File: src/rtl/wb_result_drain.sv
// Result-bus drain: queues execute result bundles and retires them slot by slot
// onto the GPR, segment and memory write ports, back-pressuring execute when full.
module wb_result_drain #(
    parameter int unsigned DEPTH  = 4,
    parameter int unsigned DATA_W = 64,
    parameter int unsigned ADDR_W = 32
) (
    input  logic                  clk,
    input  logic                  rst,
    input  logic                  in_valid,
    output logic                  in_ready,
    input  logic [4*DATA_W-1:0]   res_data,
    input  logic [4*ADDR_W-1:0]   res_dest,
    input  logic [3:0]            res_wb,
    input  logic [3:0]            res_is_reg,
    input  logic [3:0]            res_is_seg,
    input  logic [3:0]            res_is_mem,
    input  logic [1:0]            ressize,
    input  logic                  flush,
    output logic                  reg_we,
    output logic                  seg_we,
    output logic [ADDR_W-1:0]     wr_addr,
    output logic [DATA_W-1:0]     wr_data,
    output logic [1:0]            wr_size,
    output logic                  mem_req,
    input  logic                  mem_ack,
    output logic                  retire
);

    localparam int unsigned PTR_W = $clog2(DEPTH);
    localparam int unsigned CNT_W = $clog2(DEPTH + 1);

    localparam logic [1:0] K_NONE = 2'd0;
    localparam logic [1:0] K_REG  = 2'd1;
    localparam logic [1:0] K_SEG  = 2'd2;
    localparam logic [1:0] K_MEM  = 2'd3;

    // Target is resolved at push time so the drain FSM only sees one kind per slot.
    typedef struct packed {
        logic [3:0][DATA_W-1:0] data;
        logic [3:0][ADDR_W-1:0] dest;
        logic [3:0][1:0]        kind;
        logic [1:0]             size;
    } entry_t;

    typedef enum logic [2:0] {IDLE, SCAN, ISSUE, STROBE, MEMW} state_t;

    entry_t             fifo_q [DEPTH];
    entry_t             push_entry;
    entry_t             head;
    logic [PTR_W-1:0]   rd_ptr_q, wr_ptr_q, rd_ptr_d, wr_ptr_d;
    logic [CNT_W-1:0]   count_q, count_d;
    state_t             state_q, state_d;
    logic [2:0]         slot_q, slot_d;
    logic               push, pop;
    logic               found;
    logic [1:0]         found_idx;
    logic               in_ready_d, reg_we_d, seg_we_d, mem_req_d, retire_d;
    logic [ADDR_W-1:0]  wr_addr_d;
    logic [DATA_W-1:0]  wr_data_d;
    logic [1:0]         wr_size_d;

    assign head = fifo_q[rd_ptr_q];
    assign push = in_valid && in_ready && !flush;

    always_comb begin
        push_entry = '0;
        for (int k = 0; k < 4; k++) begin
            push_entry.data[k] = res_data[k*DATA_W +: DATA_W];
            push_entry.dest[k] = res_dest[k*ADDR_W +: ADDR_W];
            if (!res_wb[k])         push_entry.kind[k] = K_NONE;
            else if (res_is_reg[k]) push_entry.kind[k] = K_REG;
            else if (res_is_seg[k]) push_entry.kind[k] = K_SEG;
            else if (res_is_mem[k]) push_entry.kind[k] = K_MEM;
            else                    push_entry.kind[k] = K_NONE;
        end
        push_entry.size = ressize;
    end

    // Lowest active slot at or after the current scan position.
    always_comb begin
        found     = 1'b0;
        found_idx = 2'd0;
        for (int k = 3; k >= 0; k--) begin
            if (3'(k) >= slot_q && head.kind[k] != K_NONE) begin
                found     = 1'b1;
                found_idx = 2'(k);
            end
        end
    end

    always_comb begin
        state_d   = state_q;
        slot_d    = slot_q;
        pop       = 1'b0;
        reg_we_d  = 1'b0;
        seg_we_d  = 1'b0;
        mem_req_d = 1'b0;
        retire_d  = 1'b0;
        wr_addr_d = wr_addr;
        wr_data_d = wr_data;
        wr_size_d = wr_size;
        case (state_q)
            IDLE: begin
                if (count_q != '0 && !flush) begin
                    state_d = SCAN;
                    slot_d  = 3'd0;
                end
            end
            SCAN: begin
                if (found) begin
                    slot_d  = {1'b0, found_idx};
                    state_d = ISSUE;
                end else begin
                    retire_d = 1'b1;
                    pop      = 1'b1;
                    state_d  = IDLE;
                end
            end
            ISSUE: begin
                wr_addr_d = head.dest[slot_q[1:0]];
                wr_data_d = head.data[slot_q[1:0]];
                wr_size_d = head.size;
                case (head.kind[slot_q[1:0]])
                    K_REG: begin
                        reg_we_d = 1'b1;
                        state_d  = STROBE;
                    end
                    K_SEG: begin
                        seg_we_d = 1'b1;
                        state_d  = STROBE;
                    end
                    default: begin
                        mem_req_d = 1'b1;
                        state_d   = MEMW;
                    end
                endcase
            end
            STROBE: begin
                slot_d  = slot_q + 3'd1;
                state_d = SCAN;
            end
            MEMW: begin
                if (mem_ack) begin
                    slot_d  = slot_q + 3'd1;
                    state_d = SCAN;
                end else begin
                    mem_req_d = 1'b1;
                end
            end
            default: state_d = IDLE;
        endcase
    end

    // Flush keeps only the entry the FSM is working on; a push in that cycle is dropped.
    always_comb begin
        rd_ptr_d = pop ? rd_ptr_q + PTR_W'(1) : rd_ptr_q;
        wr_ptr_d = push ? wr_ptr_q + PTR_W'(1) : wr_ptr_q;
        count_d  = count_q + CNT_W'(push) - CNT_W'(pop);
        if (flush) begin
            if (state_q != IDLE && !pop) begin
                count_d  = CNT_W'(1);
                wr_ptr_d = rd_ptr_q + PTR_W'(1);
            end else begin
                count_d  = '0;
                wr_ptr_d = rd_ptr_d;
            end
        end
        in_ready_d = (count_d != CNT_W'(DEPTH));
    end

    always_ff @(posedge clk) begin
        if (push) fifo_q[wr_ptr_q] <= push_entry;
    end

    always_ff @(posedge clk or negedge rst) begin
        if (!rst) begin
            state_q  <= IDLE;
            slot_q   <= '0;
            rd_ptr_q <= '0;
            wr_ptr_q <= '0;
            count_q  <= '0;
            in_ready <= 1'b1;
            reg_we   <= 1'b0;
            seg_we   <= 1'b0;
            mem_req  <= 1'b0;
            retire   <= 1'b0;
            wr_addr  <= '0;
            wr_data  <= '0;
            wr_size  <= '0;
        end else begin
            state_q  <= state_d;
            slot_q   <= slot_d;
            rd_ptr_q <= rd_ptr_d;
            wr_ptr_q <= wr_ptr_d;
            count_q  <= count_d;
            in_ready <= in_ready_d;
            reg_we   <= reg_we_d;
            seg_we   <= seg_we_d;
            mem_req  <= mem_req_d;
            retire   <= retire_d;
            wr_addr  <= wr_addr_d;
            wr_data  <= wr_data_d;
            wr_size  <= wr_size_d;
        end
    end

endmodule
File: config.mk
export PLATFORM = sky130hd
export DESIGN_NAME = wb_result_drain
export DESIGN_NICKNAME = d
export VERILOG_FILES = /design/src/rtl/wb_result_drain.sv
export SDC_FILE = /design/constraint.sdc
export NUM_CORES = 1
export LEC_CHECK = 0
export CAP_MARGIN = 10
export CORE_UTILIZATION = 50
export DETAILED_ROUTE_END_ITERATION = 8
export DONT_BUFFER_PORTS = 1
export GPL_ROUTABILITY_DRIVEN = 0
export SYNTH_ARGS = -nofsm -noshare
export SYNTH_HDL_FRONTEND = slang
export SYNTH_SLANG_ARGS = --single-unit
File: constraint.sdc
create_clock -name clk -period 13.72 [get_ports clk]
set_input_delay 0 -clock clk [delete_from_list [all_inputs] [get_ports clk]]
set_output_delay 0 -clock clk [all_outputs]
set_load 0.02 [all_outputs]
# [Word level (Yosys, flattened, before mapping)]
# Memory sizes are Yosys's and may differ from the RTL's.
# Cells that the tools add are included.
[totals] elab_cells=112 out_inout_bits=103 input_bits=407 register_bits=116 memories=1 ramBits=1576
[mem_list] name="fifo_q" depth=4 width=394 rd=1 rd_clocked_by_memory_dff=0 write_ports=1 line_no="48" text="entry_t fifo_q [DEPTH];"
[classes] addsub=5 n_lt_le_gt_ge=5 reduce_logical=22 n_mux=56 n_eq_ne=10
[ops] cell="binary-select mux 64 bit (select 2 bit)" n=1
[ops] cell="binary-select mux 32 bit (select 2 bit)" n=1
[ops] cell="2-to-1 mux 64 bit" n=1
[ops] cell="2-to-1 mux 2 bit" n=26
[ops] cell="2-to-1 mux 32 bit" n=1
[ops] cell="2-to-1 mux 3 bit" n=7
[ops] cell="2-to-1 mux 1 bit" n=15
[ops] cell="one-hot mux 3 bit (5 select lines)" n=1
[ops] cell="one-hot mux 3 bit (4 select lines)" n=1
[ops] cell="nonzero test 2 bit" n=5
[ops] cell="logical AND 1 bit" n=8
[ops] cell="equality test 3 x 2 -> 1 bit (second input constant)" n=2
[ops] cell="greater-or-equal comparator 1 x 3 -> 1 bit (first input constant)" n=2
[ops] cell="greater-or-equal comparator 2 x 3 -> 1 bit (first input constant)" n=2
[ops] cell="inequality test 2 bit (second input constant)" n=3
[ops] cell="nonzero test 3 bit" n=2
[ops] cell="adder 2 x 1 -> 2 bit (second input constant)" n=2
[ops] cell="binary-select mux 2 bit (select 2 bit)" n=1
[ops] cell="AND reduction 4 bit" n=1
[ops] cell="nonzero test 4 bit" n=1
[ops] cell="adder 3 x 1 -> 3 bit" n=1
[ops] cell="adder 3 x 1 -> 3 bit (second input constant)" n=1
[ops] cell="equality test 3 x 1 -> 1 bit (second input constant)" n=1
[ops] cell="equality test 3 bit (second input constant)" n=1
[ops] cell="other kinds (10)" n=11

# [Logic depth before layout (Yosys ltp)]
# An unclocked memory read counts as a cell.
[depth] depth_word=14 depth_mapped=15 mapped_depth_nobuf=12

# [Least setup slack after synthesis]
# No wires, ideal clock.
[synth_timing] path_type="register to register" startpoint="register in_ready" endpoint="memory fifo_q[0][0] in the netlist's numbering (enable)" arrival_time_ps=9886 setup_ps=808 setup_slack_ps=3026 path_stages_with_launch=4 cell_sequence="dfstp_2 nand2_1 nor2_1 and2_1"
[synth_between] elab_chain_cells=4
[synth_lines] item="start: declaration" line_no="11" text="output logic in_ready,"
[synth_lines] item="start signal: assignment" line_no="197" text="in_ready <= in_ready_d;"
[synth_lines] item="logical AND 1 bit (2 in series)" line_no="64" text="assign push = in_valid && in_ready && !flush;"
[synth_lines] item="2-to-1 mux 1 bit" line_no="173" text="if (push) fifo_q[wr_ptr_q] <= push_entry;"
[synth_lines] item="2-to-1 mux 1 bit (not written as such)" line_no="173"
[synth_lines] item="end: declaration" line_no="48"
# No other way between the ends.

# [Worst setup path after layout]
[layout_timing] startpoint="register in_ready" endpoint="memory fifo_q[1][292] in the netlist's numbering (enable)"
# Same word-level chain as after synthesis.

==> flow_summary.toml <==
[synth]
yosys.area.top_type = "edfxtp_1"
seq_area_frac_synth_pct = 78.58
synth_edf_count = 1576
ys.flop_type = "edfxtp_1"
ys_top_cells_by_area = "edfxtp_1 74%, mux4_2 17%, dfrtp_1 4.5%"
synth.most_common_cell = "edfxtp_1"
synthArstFlopShare_pct = 6.856
synthCells = 2518
synth_cell_type_count = 48
avgSynthCellArea_um2 = 25.39
synth_top_area_share_pct = 74.04
syn-num-nets = 2936
yosysWarnings = 0
synthTopCellsByCount = "1576 x edfxtp_1, 492 x mux4_2, 115 x dfrtp_1, 98 x mux2_2, 59 x clkbuf_1"
netlist_area_um2 = 63920
ys_ff_latch = 1692

[worst_setup_path]
cp_slowest_cell = "buf_4"
cp_common_cell = "buf_4"
cp.required_ns = 14.11
path_buf_inv = 3
r2r_cells = 6
endpoint_kind = "flip-flop"
regToRegEndpoint = "fifo_q[1][292]$_DFFE_PP_"
path_delay_family = "buffers and inverters"
arrival_ns = 5.32
cp-start-kind = "flip-flop"
critical_path_class = "flip-flop to flip-flop"
cp_max_fo = 66
cp.depth = 6
path_cells = "nand2_1 > nor2_1 > and2_4 > buf_4 > buf_4 > buf_4"
ff2ff_setup_slack_ns = 8.79
cpPeakStageDelay_ns = 0.87
r2r-start = "in_ready$_DFF_PN1_"

[floorplan]
start_util_pct = 50.64
fp.dieW_um = 359.5
rows = 130
dieArea_um2 = 129300
die_y_um = 359.5
pin_count = 510
core-area_um2 = 126200

[place]
pre_cts_slack_ns = 8.734
io_buffer_count = 0
dp.cells = 4080
dpl.hpwl_mm = 73.25

[finish]
regArea_um2 = 50240
diodes = 0
fill_cells = 8375
final_cells = 5194
areaGrowthSynthToFinish_pct = 23.73
nNetsFinal = 3817
drive_gt1_share_pct = 25.45
multi_input_area_um2 = 12900

[timing]
worst_pin_slew_ns = 1.173
relSlewSlack_pct = 21.79
skew_ns = 0.03859
fin_ws_ns = 8.795
rsz0062_at_grt = "no"
max_freq_mhz = 203.0
setup_violations = 0
setup_tns_ns = 0
period_share_pct = 35.90
hold_viol_final = 9
holdWs_ns = -0.007538
fin_crit_ns = 4.925
finalMaxSlewViolations = 0

[grt]
grt.overflow.total = 0
track_usage_pct = 21.41
grt_pass1_vias = 33200
antenna_found_initial = 4
grt_max_degree = 151
grt_first_pass_wirelength_mm = 206.2

[drt]
wl_per_cell_um = 26.25
vias = 29860
drt_first_pass_iters = 5
vias_per_cell = 5.748
drtAntennaViolNets = 0
finalWirelength_mm = 136.3
drt_iter0_markers = 2395
drc = 0

[clock_network]
clock-sinks = 1692
cts_setup_buffers = 0
cts_root_buffer = "clkbuf_16"
clock_latency_ns = 0.80
htree_levels = 4
cts-hold-fix-buffers = 797
cts_buffer_depth = 3
cts_made_buffers = 170
cts_resized = 0
cts_tree = "built"
cts.clk_slew.worst_paths_ns = 0.07

[power]
p_per_area_nw_per_um2 = 187.0
ir_drop_mv = 0.1322
leakagePower_nw = 25.78
power_mw = 14.79

[run]
drv_cap = 0

[min_path]
hold_path_class = "input pin to asynchronous set/reset pin"

[status]
violations = "negative hold slack"
status = "complete, but fails checks"
where the power goes:
group | internal (mW) | switching (mW)
Clock | 2.57 | 1.91
Sequential | 6.37 | 0.540
Combinational | 1.84 | 1.57
Total | 10.8 | 4.01
how the worst max path moves through the flow:
stage | start | endpoint
5_1_grt | in_ready$_DFF_PN1_ | fifo_q[1][292]$_DFFE_PP_
3_3_place_gp | in_ready$_DFF_PN1_ | fifo_q[1][291]$_DFFE_PP_
3_5_place_dp | in_ready$_DFF_PN1_ | fifo_q[1][163]$_DFFE_PP_
2_1_floorplan | in_ready$_DFF_PN1_ | fifo_q[0][0]$_DFFE_PP_
4_1_cts | in_ready$_DFF_PN1_ | fifo_q[1][292]$_DFFE_PP_
6_report | in_ready$_DFF_PN1_ | fifo_q[1][292]$_DFFE_PP_
logic make-up (layout without fill, tap and decap cells):
logic type | after synthesis | count (layout) | synth area share (%)
flops | 1692 | 1692 | 78.58
mux | 591 | 591 | 19.08
buf+inv | 136 | 1162 | 1.257
simple gates | 54 | 54 | 0.4620
compound gates | 26 | 26 | 0.2858
fa+ha+maj | 11 | 11 | 0.2271
xor+xnor | 8 | 8 | 0.1096
per-stage QoR:
stage	cell area (um2)	hold WS, ns	utilization, %
finish	79090	-0.007538	62.66
global route	79090	0.04024	62.66
CTS	79090	0.007304	62.66
detailed placement	65620	-0.2901	51.99
global placement	65620	-0.2908	51.99
floorplan	63920	-0.2956	-
cell usage in the layout, fill, tap and decap left out, drive strengths merged, types with 2 or more instances in the layout:
master,synthesis,layout
a21oi,5,5
and2,6,6
buf,65,37
bufinv,0,4
clkbuf,59,253
clkinv,0,46
clkinvlp,0,3
dfrtp,115,115
dlygate4sd3,0,796
edfxtp,1576,1576
ha,10,10
inv,12,23
mux2,98,98
mux4,492,492
nand2,7,7
nand2b,3,3
nand3,3,3
nor2,18,18
nor2b,4,4
nor3,3,3
nor3b,4,4
o21a,4,4
o21ai,6,6
o221a,2,2
or2,2,2
xnor2,5,5
xor2,3,3
routing by layer:
metal	up-vias	global-route usage, %	wire length, um
li1	12650	-	-
met1	16060	27.72	54360
met2	932	36.91	71420
met3	201	4.220	7635
met4	6	6.335	2883
met5	-	0	38
worst register-to-register path: cells and delay by family, from the launching register on:
kind                   cells  cell delay (ns)
and+or+nand+nor            3             1.18
buffers and inverters      3             2.64
DFF                        1             0.64
flip-flops by register name (all words and copies together) (netlist names), 3 cells and up:
signal and count:
wr_addr 32, fifo_q 1576, count_q 3, wr_data 64, state_q 3, slot_q 3
final cells by class:
class	count	area share, %
Sequential cell	1692	63.52
Multi-Input combinational cell	690	16.32
Timing Repair Buffer	833	10.56
Clock buffer	253	6.219
Tap cell	1650	2.610
Clock inverter	64	0.7024
Inverter	12	0.06644
No activity file was read; power rests on OpenSTA's default activity.
